### config.mk
export PLATFORM = sky130hd
export DESIGN_NAME = sound_mixer_att
export DESIGN_NICKNAME = d
export VERILOG_FILES = /design/src/rtl/sound_mixer_pkg.sv /design/src/rtl/sound_mixer_att_serial_divider.sv /design/src/rtl/sound_mixer_att.sv
export SDC_FILE = /design/constraint.sdc
export NUM_CORES = 1
export LEC_CHECK = 0
export BUFFER_PORTS_ARGS = -buffer_cell sky130_fd_sc_hd__buf_2
export CAP_MARGIN = 20
export CORE_MARGIN = 10
export CORE_UTILIZATION = 65
export CTS_CLUSTER_SIZE = 28
export DETAILED_ROUTE_END_ITERATION = 6
export HOLD_SLACK_MARGIN = 0.15
export PLACE_DENSITY = 0.85
export SYNTH_ARGS = -nofsm -noshare
export SYNTH_HDL_FRONTEND = slang
export SYNTH_SLANG_ARGS = --single-unit
### constraint.sdc
create_clock -name clk -period 14.6 [get_ports clk]
set_clock_uncertainty 0.2 [all_clocks]
set_input_delay 2.92 -clock clk [delete_from_list [all_inputs] [get_ports clk]]
set_output_delay 2.92 -clock clk [all_outputs]
set_load 0.01 [all_outputs]
### src/rtl/sound_mixer_pkg.sv
// Shared types and constants for the multi-channel attenuating sound mixer.
// Gains reset to unity; board-specific attenuations are written at runtime.
package sound_mixer_pkg;

    typedef enum logic [2:0] {
        ST_IDLE,
        ST_MUL,
        ST_DIV,
        ST_ACC,
        ST_SAT
    } mix_state_t;

    localparam int DEFAULT_MUL = 1;
    localparam int DEFAULT_DIV = 1;

    function automatic int calc_pw(input int in_width, input int mul_width);
        return in_width + mul_width;
    endfunction

    // One guard bit beyond the channel-count growth keeps the sum sign-safe.
    function automatic int calc_aw(input int pw, input int ch_count);
        return pw + $clog2(ch_count) + 1;
    endfunction

endpackage

### src/rtl/sound_mixer_att_serial_divider.sv
// Restoring unsigned divider, one quotient bit per cycle, fixed N_WIDTH-cycle latency.
// done is high in the cycle whose clock edge completes the quotient; divide-by-zero yields 0.
module sound_mixer_att_serial_divider #(
    parameter int N_WIDTH = 14,
    parameter int D_WIDTH = 3
) (
    input  logic               clk,
    input  logic               reset_n,
    input  logic               start,
    input  logic [N_WIDTH-1:0] dividend,
    input  logic [D_WIDTH-1:0] divisor,
    output logic               done,
    output logic [N_WIDTH-1:0] quotient
);

    localparam int CNT_W = $clog2(N_WIDTH + 1);

    logic [CNT_W-1:0]   cnt;
    logic [D_WIDTH-1:0] rem;
    logic [D_WIDTH-1:0] dvs;
    logic [N_WIDTH-1:0] quo;
    logic               div_zero;
    logic [D_WIDTH:0]   trial;
    logic               fits;

    always_comb begin
        trial = {rem, quo[N_WIDTH-1]};
        fits  = (trial >= {1'b0, dvs});
    end

    always_ff @(posedge clk or negedge reset_n) begin
        if (!reset_n) begin
            cnt      <= '0;
            rem      <= '0;
            dvs      <= '0;
            quo      <= '0;
            div_zero <= 1'b0;
        end else if (start) begin
            cnt      <= CNT_W'(N_WIDTH);
            rem      <= '0;
            dvs      <= divisor;
            quo      <= dividend;
            div_zero <= (divisor == '0);
        end else if (cnt != '0) begin
            cnt <= cnt - 1'b1;
            rem <= fits ? D_WIDTH'(trial - {1'b0, dvs}) : trial[D_WIDTH-1:0];
            quo <= {quo[N_WIDTH-2:0], fits};
        end
    end

    assign done     = (cnt == CNT_W'(1));
    assign quotient = div_zero ? '0 : quo;

endmodule

### src/rtl/sound_mixer_att.sv
// Mixes CH_COUNT signed sources through per-channel MUL/DIV gains into one saturated sample,
// processing channels serially through one multiplier and one serial divider.
//
// state | meaning
// IDLE  | waiting for sample_req; inputs and gains captured on accept
// MUL   | product of current channel sample and gain numerator, divider started
// DIV   | serial divide of |product| by gain denominator
// ACC   | signed quotient added to accumulator, advance channel
// SAT   | clamp accumulator to output range, publish sample
module sound_mixer_att
    import sound_mixer_pkg::*;
#(
    parameter int CH_COUNT  = 4,
    parameter int IN_WIDTH  = 10,
    parameter int OUT_WIDTH = 10,
    parameter int MUL_WIDTH = 4,
    parameter int DIV_WIDTH = 3,
    localparam int CH_W     = (CH_COUNT > 1) ? $clog2(CH_COUNT) : 1
) (
    input  logic                         clk,
    input  logic                         reset_n,
    input  logic                         sample_req,
    input  logic [CH_COUNT*IN_WIDTH-1:0] ch_data,
    input  logic                         cfg_we,
    input  logic [CH_W-1:0]              cfg_ch,
    input  logic [MUL_WIDTH-1:0]         cfg_mul,
    input  logic [DIV_WIDTH-1:0]         cfg_div,
    output logic [OUT_WIDTH-1:0]         out_data,
    output logic                         out_valid,
    output logic                         busy,
    output logic                         clip,
    output logic                         overrun
);

    localparam int PW        = calc_pw(IN_WIDTH, MUL_WIDTH);
    localparam int AW        = calc_aw(PW, CH_COUNT);
    localparam int SAT_MAX_I = 2 ** (OUT_WIDTH - 1) - 1;
    localparam logic signed [AW-1:0] SAT_MAX = AW'(SAT_MAX_I);
    localparam logic signed [AW-1:0] SAT_MIN = AW'(-SAT_MAX_I - 1);

    logic [MUL_WIDTH-1:0]         live_mul [CH_COUNT];
    logic [DIV_WIDTH-1:0]         live_div [CH_COUNT];
    logic [MUL_WIDTH-1:0]         shd_mul  [CH_COUNT];
    logic [DIV_WIDTH-1:0]         shd_div  [CH_COUNT];
    logic [CH_COUNT*IN_WIDTH-1:0] shd_data;

    mix_state_t              state;
    logic [CH_W-1:0]         ch;
    logic                    neg;
    logic signed [AW-1:0]    acc;
    logic signed [IN_WIDTH-1:0] sample;
    logic signed [PW-1:0]    prod;
    logic [PW-1:0]           prod_abs;
    logic [PW-1:0]           quotient;
    logic signed [PW-1:0]    q_signed;
    logic                    div_done;

    always_comb begin
        sample   = shd_data[ch*IN_WIDTH +: IN_WIDTH];
        prod     = PW'(sample) * $signed(PW'({1'b0, shd_mul[ch]}));
        prod_abs = prod[PW-1] ? $unsigned(-prod) : $unsigned(prod);
        q_signed = neg ? -$signed(quotient) : $signed(quotient);
    end

    sound_mixer_att_serial_divider #(
        .N_WIDTH(PW),
        .D_WIDTH(DIV_WIDTH)
    ) u_div (
        .clk      (clk),
        .reset_n  (reset_n),
        .start    (state == ST_MUL),
        .dividend (prod_abs),
        .divisor  (shd_div[ch]),
        .done     (div_done),
        .quotient (quotient)
    );

    // Live gains; indices beyond CH_COUNT-1 match no register and are dropped.
    always_ff @(posedge clk or negedge reset_n) begin
        if (!reset_n) begin
            for (int i = 0; i < CH_COUNT; i++) begin
                live_mul[i] <= MUL_WIDTH'(DEFAULT_MUL);
                live_div[i] <= DIV_WIDTH'(DEFAULT_DIV);
            end
        end else if (cfg_we) begin
            for (int i = 0; i < CH_COUNT; i++) begin
                if (cfg_ch == CH_W'(i)) begin
                    live_mul[i] <= cfg_mul;
                    live_div[i] <= cfg_div;
                end
            end
        end
    end

    always_ff @(posedge clk or negedge reset_n) begin
        if (!reset_n) begin
            state     <= ST_IDLE;
            ch        <= '0;
            neg       <= 1'b0;
            acc       <= '0;
            shd_data  <= '0;
            out_data  <= '0;
            out_valid <= 1'b0;
            busy      <= 1'b0;
            clip      <= 1'b0;
            overrun   <= 1'b0;
            for (int i = 0; i < CH_COUNT; i++) begin
                shd_mul[i] <= MUL_WIDTH'(DEFAULT_MUL);
                shd_div[i] <= DIV_WIDTH'(DEFAULT_DIV);
            end
        end else begin
            out_valid <= 1'b0;
            if (sample_req && state != ST_IDLE) begin
                overrun <= 1'b1;
            end
            case (state)
                ST_IDLE: begin
                    if (sample_req) begin
                        shd_data <= ch_data;
                        shd_mul  <= live_mul;
                        shd_div  <= live_div;
                        acc      <= '0;
                        ch       <= '0;
                        busy     <= 1'b1;
                        state    <= ST_MUL;
                    end
                end
                ST_MUL: begin
                    neg   <= prod[PW-1];
                    state <= ST_DIV;
                end
                ST_DIV: begin
                    if (div_done) begin
                        state <= ST_ACC;
                    end
                end
                ST_ACC: begin
                    acc <= acc + AW'(q_signed);
                    if (ch == CH_W'(CH_COUNT - 1)) begin
                        state <= ST_SAT;
                    end else begin
                        ch    <= ch + 1'b1;
                        state <= ST_MUL;
                    end
                end
                ST_SAT: begin
                    if (acc > SAT_MAX) begin
                        out_data <= {1'b0, {(OUT_WIDTH-1){1'b1}}};
                        clip     <= 1'b1;
                    end else if (acc < SAT_MIN) begin
                        out_data <= {1'b1, {(OUT_WIDTH-1){1'b0}}};
                        clip     <= 1'b1;
                    end else begin
                        out_data <= acc[OUT_WIDTH-1:0];
                        clip     <= 1'b0;
                    end
                    out_valid <= 1'b1;
                    busy      <= 1'b0;
                    state     <= ST_IDLE;
                end
                default: state <= ST_IDLE;
            endcase
        end
    end

endmodule

# --- After elaboration in Yosys (flattened, before gate mapping) ---
# Index checks and enable logic that the tools add are counted.
word_totals:
  reg_bits: 158
  latch_bits: 0
  ram_bits: 0
  rom_bits: 0
  input_bits: 53
  output_inout_bits: 14
  word_cells: 107
  memories: 0
classes:
  n_addsub: 6
  n_mul: 2
  div_mod_pow: 0
  n_lt_le_gt_ge: 4
  eq_ne: 12
  shifts: 1
  muxes: 32
  n_bitwise: 1
  n_reduce_logical: 18
op_table:
  columns: ["cell", "count"]
  rows:
  - ["2-to-1 mux 14 bit", 5]
  - ["indexed part select 40 x 7 -> 10 bit", 1]
  - ["case mux 17 bit (2 select lines)", 1]
  - ["negation 14 bit", 2]
  - ["2-to-1 mux 3 bit", 8]
  - ["2-to-1 mux 10 bit", 2]
  - ["adder 17 x 14 -> 17 bit", 1]
  - ["greater-than comparator 17 x 10 -> 1 bit, second input constant", 1]
  - ["< comparator 17 x 10 -> 1 bit, second input constant", 1]
  - ["2-to-1 mux 17 bit", 1]
  - ["2-to-1 mux 4 bit", 4]
  - ["AND reduction 2 bit", 8]
  - ["multiplier 10 x 5 -> 14 bit", 1]
  - ["case mux 3 bit (4 select lines)", 1]
  - ["binary-select mux 4 bit (select 2 bit)", 1]
  - ["binary-select mux 3 bit (select 2 bit)", 1]
  - ["equality test 2 bit, second input constant", 3]
  - ["equality test 3 x 2 -> 1 bit, second input constant", 2]
  - ["logical NOT 3 bit", 2]
  - ["!= test 2 bit, second input constant", 3]
  - ["nonzero test 2 bit", 3]
  - ["multiplier 2 x 3 -> 5 bit, second input constant", 1]
  - ["equality test 4 x 1 -> 1 bit, second input constant", 1]
  - ["greater-or-equal comparator 4 x 3 -> 1 bit", 1]
  - ["other kinds (17)", 21]

# --- Longest topological paths before layout ---
depth:
  depth_word: 8
  mapped_depth: 20

# --- Modules after synthesis ---
# Synthesis repeated with hierarchy kept, for this count alone.
hier_totals:
  hier_cells: 862
  hier_area_um2: 9603.0
modules_own_cells:
  columns: ["mod", "instances", "cells_per_inst", "area_per_inst_um2", "seq_area_each_um2"]
  rows:
  - ["sound_mixer_att", 1, 724, 8204.1, 3348.2]
  - ["sound_mixer_att_serial_divider", 1, 138, 1398.8, 625.6]

# --- Worst setup path before layout ---
# No wires, ideal clock.
synth_timing:
  path_kind: "register to register"
  start: "register ch[0]"
  end: "register u_div.quo[13]"
  setup_ps: 76
  t_arrival_ps: 5187
  required_ps: 14324
  path_slack_ps: 9137
  path_stages_with_launch: 19
  n_path_buf: 2
  cell_sequence: "dfrtp_1 > buf_6 > buf_1 > mux4_2 > and2_1 > ha_1 > fa_1 > inv_1 > fa_1 > inv_1 > ha_1 > and3_1 > o21a_1 > nor2_1 > or3b_1 > nor3_2 > nand4_1 > or4_1 > o21ai_1"
synth_between:
  elab_chain_cells: 8
synth_lines:
  columns: ["element", "line", "text"]
  rows:
  - ["start, declared", "sound_mixer_att.sv:48", "logic [CH_W-1:0] ch;"]
  - ["start signal, assigned", "sound_mixer_att.sv:142", "ch <= ch + 1'b1;"]
  - ["parallel branches: the longest is 4 deep, another holds multiplier 2 x 3 -> 5 bit", null, null]
  - ["multiplier 10 x 5 -> 14 bit (*)", "sound_mixer_att.sv:60", "prod = PW'(sample) * $signed(PW'({1'b0, shd_mul[ch]}));"]
  - ["negation 14 bit", "sound_mixer_att.sv:61", "prod_abs = prod[PW-1] ? $unsigned(-prod) : $unsigned(prod);"]
  - ["2-to-1 mux 14 bit (*)", "sound_mixer_att.sv:61", null]
  - ["2-to-1 mux 14 bit (*)", "sound_mixer_att_serial_divider.sv:38", "end else if (start) begin"]
  - ["end signal, assigned", "sound_mixer_att_serial_divider.sv:42", "quo <= dividend;"]
  - ["end signal, assigned", "sound_mixer_att_serial_divider.sv:47", "quo <= {quo[N_WIDTH-2:0], fits};"]
  - ["end, declared", "sound_mixer_att_serial_divider.sv:21", "logic [N_WIDTH-1:0] quo;"]
# Mark *: on every way between the ends. The select of a mux whose other input is x is not followed.
# A chain may end at the register's enable or synchronous reset.

# --- Worst setup path in the final report ---
layout_timing:
  start: "register ch[1]"
  end: "register u_div.quo[12]"
# Same word-level chain as after synthesis.

==> results.json <==
{
  "async_flop_share_pct": 100,
  "wirelength_um": 20700,
  "fp.dieW_um": 141,
  "worstReg2RegEnd": "u_div.quo[12]$_DFFE_PN0P_",
  "arrival_ns": 5.71,
  "grt_pass1_wl_um": 34900,
  "design_area_um2": 10600,
  "clock_latency_ns": 0.44,
  "drt_iter0_markers": 474,
  "slew-limit-headroom_pct": 39.4,
  "dpl.hpwl_um": 14000,
  "reg2reg_from": "ch[1]$_DFFE_PN0P_",
  "synth.cell_area_um2": 9530,
  "final-hold-violation-count": 0,
  "track_usage_pct": 21.1,
  "num_vias": 6935,
  "synth_cell_types": 62,
  "startpoint_type": "flop",
  "max_freq_mhz": 177,
  "coreArea_um2": 14400,
  "drive_above_1_share_pct": 24.4,
  "cts_hold_buf": 0,
  "hold_path_class": "reg -> reg",
  "wire_per_inst_um": 17.8,
  "drc": 0,
  "clockRootBuffer": "clkbuf_16",
  "gp_congestion": 0.850,
  "slew_viol_final": 0,
  "grt_pass1_vias": 7022,
  "die_y_um": 141,
  "drtPass1Iterations": 5,
  "outcome": "finished clean",
  "rsz0062_at_grt": "no",
  "initial_core_util_pct": 66.1,
  "cts_buffers": 17,
  "yosysWarnings": 0,
  "die_area_um2": 19900,
  "via_per_inst": 5.96,
  "synth_edf_count": 0,
  "cts_num_sinks": 158,
  "seq_area_um2": 3970,
  "placed_area_um2": 10000,
  "cts.repair.resized": 0,
  "cap_violations": 0,
  "multi_input_area_um2": 5190,
  "worstPathRequired_ns": 14.67,
  "syn_inst": 906,
  "n_antenna_cell": 0,
  "r2r_cells": 15,
  "setup_viol": 0,
  "hold_start": "overrun$_DFFE_PN0P_",
  "grt_max_degree": 92,
  "final_core_util_pct": 73.5,
  "ant_nets": 0,
  "min_to": "overrun$_DFFE_PN0P_",
  "tns_ns": 0,
  "cts.repair_timing.setup_buffer_count": 0,
  "tritoncts": "built",
  "endpoint_kind": "flop",
  "cts_max_level": 4,
  "nFillCells": 951,
  "synth.top_cell.area_share_pct": 37.3,
  "r2r_slack_ns": 8.96,
  "area_growth_pct": 11.3,
  "nNetsFinal": 1091,
  "ys.flop_type": "dfrtp_1",
  "tightest_slew_ns": 0.909,
  "antenna_found_initial": 0,
  "seq_area_frac_synth_pct": 41.7,
  "yosys.area.top_type": "dfrtp_1",
  "ctsLongestPathBuffers": 2,
  "whs_path_depth": 1,
  "critPathKind": "reg -> reg",
  "synth.top_cells.by_area": "dfrtp_1, mux2_2, ha_1, fa_1, dfstp_2",
  "hold_slack_ns": 0.261,
  "clk_pin_slew_ns": 0.07,
  "port_buffers": 66,
  "overflow": 0,
  "synth_nets": 1031,
  "cp_max_fo": 19,
  "num_rows": 44,
  "fin_crit_sh_pct": 38.6,
  "period_needed_ns": 5.64,
  "synth_seq_cells": 158,
  "ios": 67,
  "syn_area_per_cell_um2": 10.5
}
-- metal layers --
layer	track usage, %	share of wire, %	vias up
met4	6.03	1.5	0
met5	0	0	-
met3	4.43	4.0	28
met2	35.6	52	167
met1	26.6	43	3478
li1	-	-	3262
-- cells in the mapped netlist, types with 3 or more instances --
cell type	instances
mux4_1	5
a21o_1	8
xnor2_1	26
ha_1	50
or3_1	4
inv_1	64
nor2_1	56
and2_1	30
nand3b_1	3
nand3_1	7
nand2_1	108
nor4_1	4
and3_1	10
dfstp_2	16
fa_1	22
xor2_1	17
nor3_1	12
a211oi_1	5
mux2i_1	4
o21a_1	3
nand2b_1	9
a21oi_1	37
mux2_2	97
o21ai_0	54
dfrtp_1	142
a31oi_1	3
or4_1	3
a22o_1	3
o21bai_1	3
nor2b_1	5
a32o_1	3
a41oi_1	3
mux4_2	12
o31ai_1	7
o211ai_1	3
clkbuf_1	30
nor3b_1	5
-- worst max-delay path by stage --
stage | startpoint | to | slack, ns | depth (start not counted)
after global placement | sample_req | acc[16]$_DFFE_PN0P_ | 8.98 | 7
after global routing | ch[1]$_DFFE_PN0P_ | u_div.quo[12]$_DFFE_PN0P_ | 8.50 | 16
after CTS | ch[1]$_DFFE_PN0P_ | u_div.quo[12]$_DFFE_PN0P_ | 8.85 | 16
after detailed placement | ch[0]$_DFFE_PN0P_ | u_div.quo[9]$_DFFE_PN0P_ | 8.96 | 16
final | ch[1]$_DFFE_PN0P_ | u_div.quo[12]$_DFFE_PN0P_ | 8.96 | 15
after floorplan | ch[0]$_DFFE_PN0P_ | u_div.quo[13]$_DFFE_PN0P_ | 9.14 | 18
-- flip-flops by register name (all words and copies together), names as in the netlist, 3 cells and up --
| signal | cells |
|---|---|
| state | 3 |
| u_div.rem | 3 |
| out_data | 10 |
| shd_div | 12 |
| u_div.quo | 14 |
| live_mul | 16 |
| shd_data | 40 |
| u_div.dvs | 3 |
| shd_mul | 16 |
| u_div.cnt | 4 |
| live_div | 12 |
| acc | 17 |
-- area by class of cell --
class	instances	share of cell area, %
Tap cell	184	2.17
Timing Repair Buffer	73	3.74
Clock buffer	19	4.18
Inverter	65	2.30
Sequential cell	158	37.5
Clock inverter	13	1.20
Multi-Input combinational cell	651	49.0
-- through the flow --
step | worst slack [ns] | instances
global placement | 8.98 | 1128
floorplan | 9.14 | 906
finish | 8.96 | 1163
global route | 8.50 | 1163
detailed placement | 8.96 | 1128
CTS | 8.85 | 1160
-- kinds of logic (layout without fill, tap and decap cells) --
group | Yosys count | in the layout | synth area share (%)
XOR/XNOR | 43 | 43 | 3.95
multiplexers | 118 | 118 | 16.1
adder cells (fa/ha/maj) | 72 | 72 | 11.2
buffers and inverters | 97 | 170 | 3.90
flip-flops | 158 | 158 | 41.7
AO/OA/AOI/OAI | 151 | 151 | 9.85
AND/OR/NAND/NOR | 267 | 267 | 13.3
-- worst max-delay path, stage by stage, from the launching register on --
cell and delay (ns):
dfrtp_1 0.88, mux4_2 0.54, and2_1 0.19, ha_1 0.31, fa_1 0.54, inv_1 0.06, fa_1 0.53, inv_1 0.04
ha_1 0.28, or3_1 0.42, o21ai_0 0.44, xor2_1 0.39, and3_1 0.23, a31oi_1 0.10, xnor2_1 0.23, a21oi_1 0.10
-- cells in the final DEF, fill, tap and decap left out, drive strengths merged, types with 3 or more instances in the layout --
| cell type | Yosys | layout |
|---|---|---|
| clkinv | 0 | 5 |
| and2 | 31 | 31 |
| nand3 | 7 | 7 |
| nand2 | 108 | 108 |
| dfrtp | 142 | 142 |
| clkbuf | 30 | 19 |
| a31oi | 3 | 3 |
| nand2b | 9 | 9 |
| xnor2 | 26 | 26 |
| a211oi | 7 | 7 |
| nor3 | 13 | 13 |
| mux2 | 97 | 97 |
| o21a | 3 | 3 |
| o21ai | 56 | 56 |
| and3 | 10 | 10 |
| a32o | 3 | 3 |
| nand3b | 3 | 3 |
| xor2 | 17 | 17 |
| a22o | 3 | 3 |
| a21o | 8 | 8 |
| a21oi | 37 | 37 |
| mux2i | 4 | 4 |
| nor3b | 6 | 6 |
| o211ai | 3 | 3 |
| fa | 22 | 22 |
| o31ai | 7 | 7 |
| or3 | 4 | 4 |
| nor2b | 5 | 5 |
| or4 | 3 | 3 |
| nor2 | 56 | 56 |
| a41oi | 3 | 3 |
| nor4 | 4 | 4 |
| mux4 | 17 | 17 |
| ha | 50 | 50 |
| o21bai | 3 | 3 |
| buf | 2 | 73 |
| dfstp | 16 | 16 |
| inv | 65 | 71 |
Power is left out: the tool's default activity adds up to more than one toggle a clock period on the data nets, which glitch-free logic cannot reach.
